--- src/rtl/exec_fsm.sv ---
// Execute-phase Moore controller: latches the instruction word from fetch,
// decodes the opcode and steps the register file, ALU, MAR/MDR, memory and
// PC strobes, then pulses done so that fetch restarts.
//
// The address phase of LOAD/STORE (selected register onto the bus, MARin) is
// performed in DECODE itself. The operand fields are already latched there,
// and doing it in DECODE gives LOAD a 6+k and STORE a 5+k cycle latency.
module exec_fsm #(
    parameter int IR_W        = 16,
    parameter int MFC_TIMEOUT = 15
) (
    input  logic            clk,
    input  logic            rst,
    input  logic            ir_valid,
    input  logic [IR_W-1:0] ir,
    input  logic            MFC,
    output logic [1:0]      reg_sel_a,
    output logic [1:0]      reg_sel_b,
    output logic            reg_out_en,
    output logic            reg_wr_en,
    output logic [1:0]      alu_op,
    output logic            alu_out_en,
    output logic            MARin,
    output logic            memEN,
    output logic            RW,
    output logic            MDRreadEN,
    output logic            MDRwriteEN,
    output logic            MDRout,
    output logic            pc_inc,
    output logic            PCin,
    output logic            done,
    output logic            illegal,
    output logic            mem_err
);

    typedef enum logic [3:0] {
        IDLE, DECODE, ALU, WB, LREAD, LLOAD, LWB,
        SDATA, SWRITE, JUMP, PCINC, DONE
    } state_t;

    localparam logic [3:0] OP_NOP   = 4'd0;
    localparam logic [3:0] OP_ADD   = 4'd1;
    localparam logic [3:0] OP_SUB   = 4'd2;
    localparam logic [3:0] OP_AND   = 4'd3;
    localparam logic [3:0] OP_LOAD  = 4'd4;
    localparam logic [3:0] OP_STORE = 4'd5;
    localparam logic [3:0] OP_JMP   = 4'd6;

    // Last wait cycle on which a missing MFC ends the memory access.
    localparam logic [7:0] WAIT_LAST = 8'(MFC_TIMEOUT - 1);

    state_t          state, state_next;
    logic [IR_W-1:0] ir_q;
    logic [7:0]      wait_cnt;
    logic            set_illegal, set_mem_err;
    logic [3:0]      opcode;
    logic [1:0]      rd, rs;
    logic            mfc_expired;
    logic            unused_ir;

    assign opcode      = ir_q[IR_W-1:IR_W-4];
    assign rd          = ir_q[11:10];
    assign rs          = ir_q[9:8];
    assign mfc_expired = !MFC && (wait_cnt == WAIT_LAST);
    assign unused_ir   = ^ir_q;

    // State, latched instruction, memory wait counter and sticky error flags.
    always_ff @(posedge clk or posedge rst) begin
        if (rst) begin
            state    <= IDLE;
            ir_q     <= '0;
            wait_cnt <= '0;
            illegal  <= 1'b0;
            mem_err  <= 1'b0;
        end else begin
            state <= state_next;
            if (state == IDLE && ir_valid)
                ir_q <= ir;
            if (state != LREAD && state != SWRITE)
                wait_cnt <= '0;
            else if (!MFC)
                wait_cnt <= wait_cnt + 8'd1;
            if (set_illegal)
                illegal <= 1'b1;
            if (set_mem_err)
                mem_err <= 1'b1;
        end
    end

    // Next-state selection, including opcode routing and the MFC timeout.
    always_comb begin
        state_next  = state;
        set_illegal = 1'b0;
        set_mem_err = 1'b0;
        case (state)
            IDLE:   if (ir_valid) state_next = DECODE;
            DECODE: begin
                case (opcode)
                    OP_NOP:                 state_next = PCINC;
                    OP_ADD, OP_SUB, OP_AND: state_next = ALU;
                    OP_LOAD:                state_next = LREAD;
                    OP_STORE:               state_next = SDATA;
                    OP_JMP:                 state_next = JUMP;
                    default: begin
                        state_next  = PCINC;
                        set_illegal = 1'b1;
                    end
                endcase
            end
            ALU:    state_next = WB;
            WB:     state_next = PCINC;
            LREAD: begin
                if (MFC) begin
                    state_next = LLOAD;
                end else if (mfc_expired) begin
                    state_next  = PCINC;
                    set_mem_err = 1'b1;
                end
            end
            LLOAD:  state_next = LWB;
            LWB:    state_next = PCINC;
            SDATA:  state_next = SWRITE;
            SWRITE: begin
                if (MFC) begin
                    state_next = PCINC;
                end else if (mfc_expired) begin
                    state_next  = PCINC;
                    set_mem_err = 1'b1;
                end
            end
            JUMP:   state_next = DONE;
            PCINC:  state_next = DONE;
            DONE:   state_next = IDLE;
            default: state_next = IDLE;
        endcase
    end

    // Moore strobes decoded from the state and the latched instruction.
    always_comb begin
        reg_sel_a  = 2'd0;
        reg_sel_b  = 2'd0;
        reg_out_en = 1'b0;
        reg_wr_en  = 1'b0;
        alu_op     = 2'd0;
        alu_out_en = 1'b0;
        MARin      = 1'b0;
        memEN      = 1'b0;
        RW         = 1'b0;
        MDRreadEN  = 1'b0;
        MDRwriteEN = 1'b0;
        MDRout     = 1'b0;
        pc_inc     = 1'b0;
        PCin       = 1'b0;
        done       = 1'b0;
        case (state)
            DECODE: begin
                if (opcode == OP_LOAD) begin
                    reg_sel_a  = rs;
                    reg_out_en = 1'b1;
                    MARin      = 1'b1;
                end else if (opcode == OP_STORE) begin
                    reg_sel_a  = rd;
                    reg_out_en = 1'b1;
                    MARin      = 1'b1;
                end
            end
            ALU, WB: begin
                reg_sel_a = rd;
                reg_sel_b = rs;
                case (opcode)
                    OP_SUB:  alu_op = 2'b01;
                    OP_AND:  alu_op = 2'b10;
                    default: alu_op = 2'b00;
                endcase
                if (state == WB) begin
                    alu_out_en = 1'b1;
                    reg_wr_en  = 1'b1;
                end
            end
            LREAD: begin
                memEN = 1'b1;
                RW    = 1'b1;
            end
            LLOAD: begin
                memEN     = 1'b1;
                RW        = 1'b1;
                MDRreadEN = 1'b1;
            end
            LWB: begin
                reg_sel_a = rd;
                MDRout    = 1'b1;
                reg_wr_en = 1'b1;
            end
            SDATA: begin
                reg_sel_a  = rs;
                reg_out_en = 1'b1;
                MDRwriteEN = 1'b1;
            end
            SWRITE: memEN = 1'b1;
            JUMP: begin
                reg_sel_a  = rs;
                reg_out_en = 1'b1;
                PCin       = 1'b1;
            end
            PCINC:  pc_inc = 1'b1;
            DONE:   done   = 1'b1;
            default: ;
        endcase
    end

endmodule

--- config.mk ---
export PLATFORM = sky130hd
export DESIGN_NAME = exec_fsm
export DESIGN_NICKNAME = d
export VERILOG_FILES = /design/src/rtl/exec_fsm.sv
export SDC_FILE = /design/constraint.sdc
export NUM_CORES = 1
export LEC_CHECK = 0
export CORE_MARGIN = 10
export CORE_UTILIZATION = 46
export CTS_BUF_LIST = sky130_fd_sc_hd__clkbuf_16
export CTS_CLUSTER_SIZE = 28
export DETAILED_ROUTE_END_ITERATION = 7
export PLACE_DENSITY = 0.79
export SLEW_MARGIN = 20
export SYNTH_ARGS = -nofsm -noshare
export SYNTH_HDL_FRONTEND = slang
export SYNTH_SLANG_ARGS = --single-unit
export TNS_END_PERCENT = 10
--- constraint.sdc ---
create_clock -name clk -period 2.4 [get_ports clk]
set_clock_uncertainty 0.1 [all_clocks]
set_input_delay 0.48 -clock clk [delete_from_list [all_inputs] [get_ports clk]]
set_output_delay 0.48 -clock clk [all_outputs]
set_load 0.03 [all_outputs]
==> flow_metrics.tcl <==
set metrics [dict create \
    outcome "complete, but fails checks" \
    failed_checks "setup timing" \
    p_seq_frac 0.296 \
    insertedDiodeCount 0 \
    worstPathMaxFanout 4 \
    r2r_cells 7 \
    synth_flop_cell "dfrtp_1" \
    fin_crit_ps 2640 \
    hpwl_um 2330 \
    critPathLaunch "state[1]" \
    clk_latency_ps 250 \
    r2r-end "ir_q[8]" \
    hp-class "reg -> reg" \
    endpoint "reg_sel_a[1]" \
    final_cells 203 \
    synth_edf_count 0 \
    grt_pass1_vias 1159 \
    routedWlPerCell_um 15.5 \
    fmax_mhz 379 \
    switchingPower_w 0.000824 \
    cts_tree "yes" \
    viasPerCell 5.60 \
    p_comb_frac 0.525 \
    rsz0062_at_grt "true" \
    numCtsBuffers 3 \
    maxCapViolations 0 \
    synth_top_area_frac 0.428 \
    core_area_mm2 0.00271 \
    ys_seq_area_frac 0.428 \
    fp-row-count 19 \
    critPathLaunchType "register" \
    drt_iter0_drc 92 \
    p_per_area_mw_per_mm2 1130 \
    r2r_start "state[3]" \
    arrival_ps 2060 \
    setup_viol 2 \
    drcViolationCount 0 \
    async_flop_share 1.00 \
    cts-root-buf "clkbuf_16" \
    ys_types 44 \
    nNetsFinal 195 \
    gp_congestion 0.921 \
    dp_cells 199 \
    die_height_um 72.9 \
    finalSetupTns_ps -470 \
    synth_area_leaders "dfrtp_1, nor2_1, mux2_1, xor2_1, nand2_1" \
    drive_gt1_frac 0.215 \
    cts.reportedPaths.clkPinSlew_ps 60 \
    worst_ir_drop_vdd_uv 879 \
    gr-usage-all-layers 0.122 \
    synth_nets 158 \
    yosysTopAreaCell "dfrtp_1" \
    clock_sinks 22 \
    htreeDepth 1 \
    synth_seq_cells 22 \
    finalHoldViolations 0 \
    syn-mean-instance-area_um2 9.45 \
    final_antenna_net_count 0 \
    grt_overflow 0 \
    io_buffers 31 \
    ios 40 \
    worst_slew_pin_slew_ps 727 \
    multiInputGateArea_um2 694 \
    setup.worst_path.end_class "output port" \
    finalCritPeriodShare 1.10 \
    ys_warn_count 0 \
    finalWorstSetupSlack_ps -241 \
    first_pass_iters 6 \
    start_util 0.474 \
    path_class "reg -> out" \
    cts_buffer_depth 2 \
    crit_required_ps 1820 \
    swShare 0.418 \
    finalMaxSlewViolations 0 \
    syn-instance-count 136 \
    pwr-share-clk 0.179 \
    syn-cell-area_mm2 0.00128 \
    grt_max_degree 23 \
    fillCellCount 215 \
    power.internal_w 0.00115 \
    detail_route.wirelength_um 3140 \
    vias 1136 \
    regArea_um2 551 \
    grt_pass1_wl_um 5330 \
    die_w_um 72.9 \
    rrSetupSlack_ps 650 \
    leakagePower_nw 0.845 \
    die_area_mm2 0.00531 \
    grt_antenna_before_repair 0 \
    area_growth_syn_to_layout_pct 35.2 \
    relSlewSlack 0.512 \
]
[area by class of cell]
type | count | share of cell area
Clock buffer | 3 | 0.0432
Clock inverter | 1 | 0.00216
Inverter | 6 | 0.0130
Multi-Input combinational cell | 101 | 0.400
Sequential cell | 22 | 0.317
Tap cell | 31 | 0.0223
Timing Repair Buffer | 39 | 0.203
[flip-flops by register name, indices dropped and copies added, names as in the netlist]
signal and cells:
illegal 1, ir_q 8, mem_err 1, wait_cnt 8
state 4
[layout by cell type, fill, tap and decap left out, types with 3 or more instances in the layout]
master           Yosys  final
a21oi_1              3      3
a31oi_1              3      3
and2_1               4      4
buf_4                0     16
buf_6                1      3
clkbuf_16            0      3
clkdlybuf4s50_1      0     13
dfrtp_1             22     22
dlygate4sd2_1        0      5
inv_1                3      3
inv_2                3      3
mux2_1               5      5
mux2_2               3      3
nand2_1             11     11
nand2b_1             3      3
nor2_1              19     18
nor2b_1              4      4
nor3_1               5      5
o21ai_0              3      3
xor2_1               6      6
[power groups by stage]
| stage | clock (W) | sequential (W) | combinational (W) |
|---|---|---|---|
| after floorplan | 0 | 0.000560 | 0.000715 |
| after global placement | 0 | 0.000576 | 0.000996 |
| after detailed placement | 0 | 0.000586 | 0.00102 |
| after CTS | 0.000361 | 0.000582 | 0.00104 |
| after global routing | 0.000369 | 0.000602 | 0.00113 |
| final | 0.000353 | 0.000583 | 0.00104 |
[kinds of logic (layout without fill, tap and decap cells)]
group,Yosys count,after routing,share of synthesized area
adder cells (fa/ha/maj),2,2,0.0195
flip-flops,22,22,0.428
multiplexers,8,8,0.0701
XOR/XNOR,8,8,0.0545
AO/OA/AOI/OAI,22,22,0.118
buffers and inverters,13,49,0.0448
AND/OR/NAND/NOR,61,61,0.265
[worst min-delay path by stage]
stage / from / end / slack (ps) / depth (start not counted)
floorplan: rst / illegal / 370 / 1
finish: illegal / illegal / 390 / 1
detailed placement: illegal / illegal / 370 / 1
global placement: mem_err / mem_err / 340 / 1
global route: mem_err / mem_err / 420 / 1
CTS: illegal / illegal / 390 / 1
[worst max-delay path: stages, from the launching register on]
cell	delay, ps
dfrtp_1	380
or4b_4	550
or3_4	380
inv_2	70
a32o_2	130
a22o_1	160
buf_6	130
[metrics by stage]
step	setup slack [ps]	util	total power (W)	cell area, µm²	hold slack [ps]
after floorplan	-148	-	0.00127	1300	369
after global placement	57.0	0.606	0.00157	1640	337
after detailed placement	24.5	0.606	0.00160	1640	368
after CTS	-229	0.637	0.00198	1730	387
after global routing	-326	0.641	0.00210	1740	416
final	-241	0.641	0.00197	1740	386
[layer usage]
metal | part of all wire | vias to the layer above | global-route usage
li1 | - | 547 | -
met4 | 0.011 | 0 | 0.0443
met2 | 0.50 | 27 | 0.198
met3 | 0.067 | 5 | 0.0422
met5 | 0 | - | 0
met1 | 0.42 | 557 | 0.143
[synth_stat cells (3+ instances only)]
master    count
nand2b_1      3
inv_1         3
clkbuf_1      5
a21oi_1       3
and2_1        4
dfrtp_1      22
xor2_1        6
mux2_2        3
mux2_1        5
a31oi_1       3
inv_2         3
o21ai_0       3
nand2_1      11
nor2b_1       4
nor2_1       19
nor3_1        5
[timing repair]
| item | in CTS | in global routing |
|---|---|---|
| setup endpoints to repair | 7 | 7 |
| resized for setup | 8 | 4 |
| buffers inserted | 0 | 0 |
| pin swaps | 0 | 1 |
| hold buffers | 0 | 0 |
(Power assumes the default switching activity.)
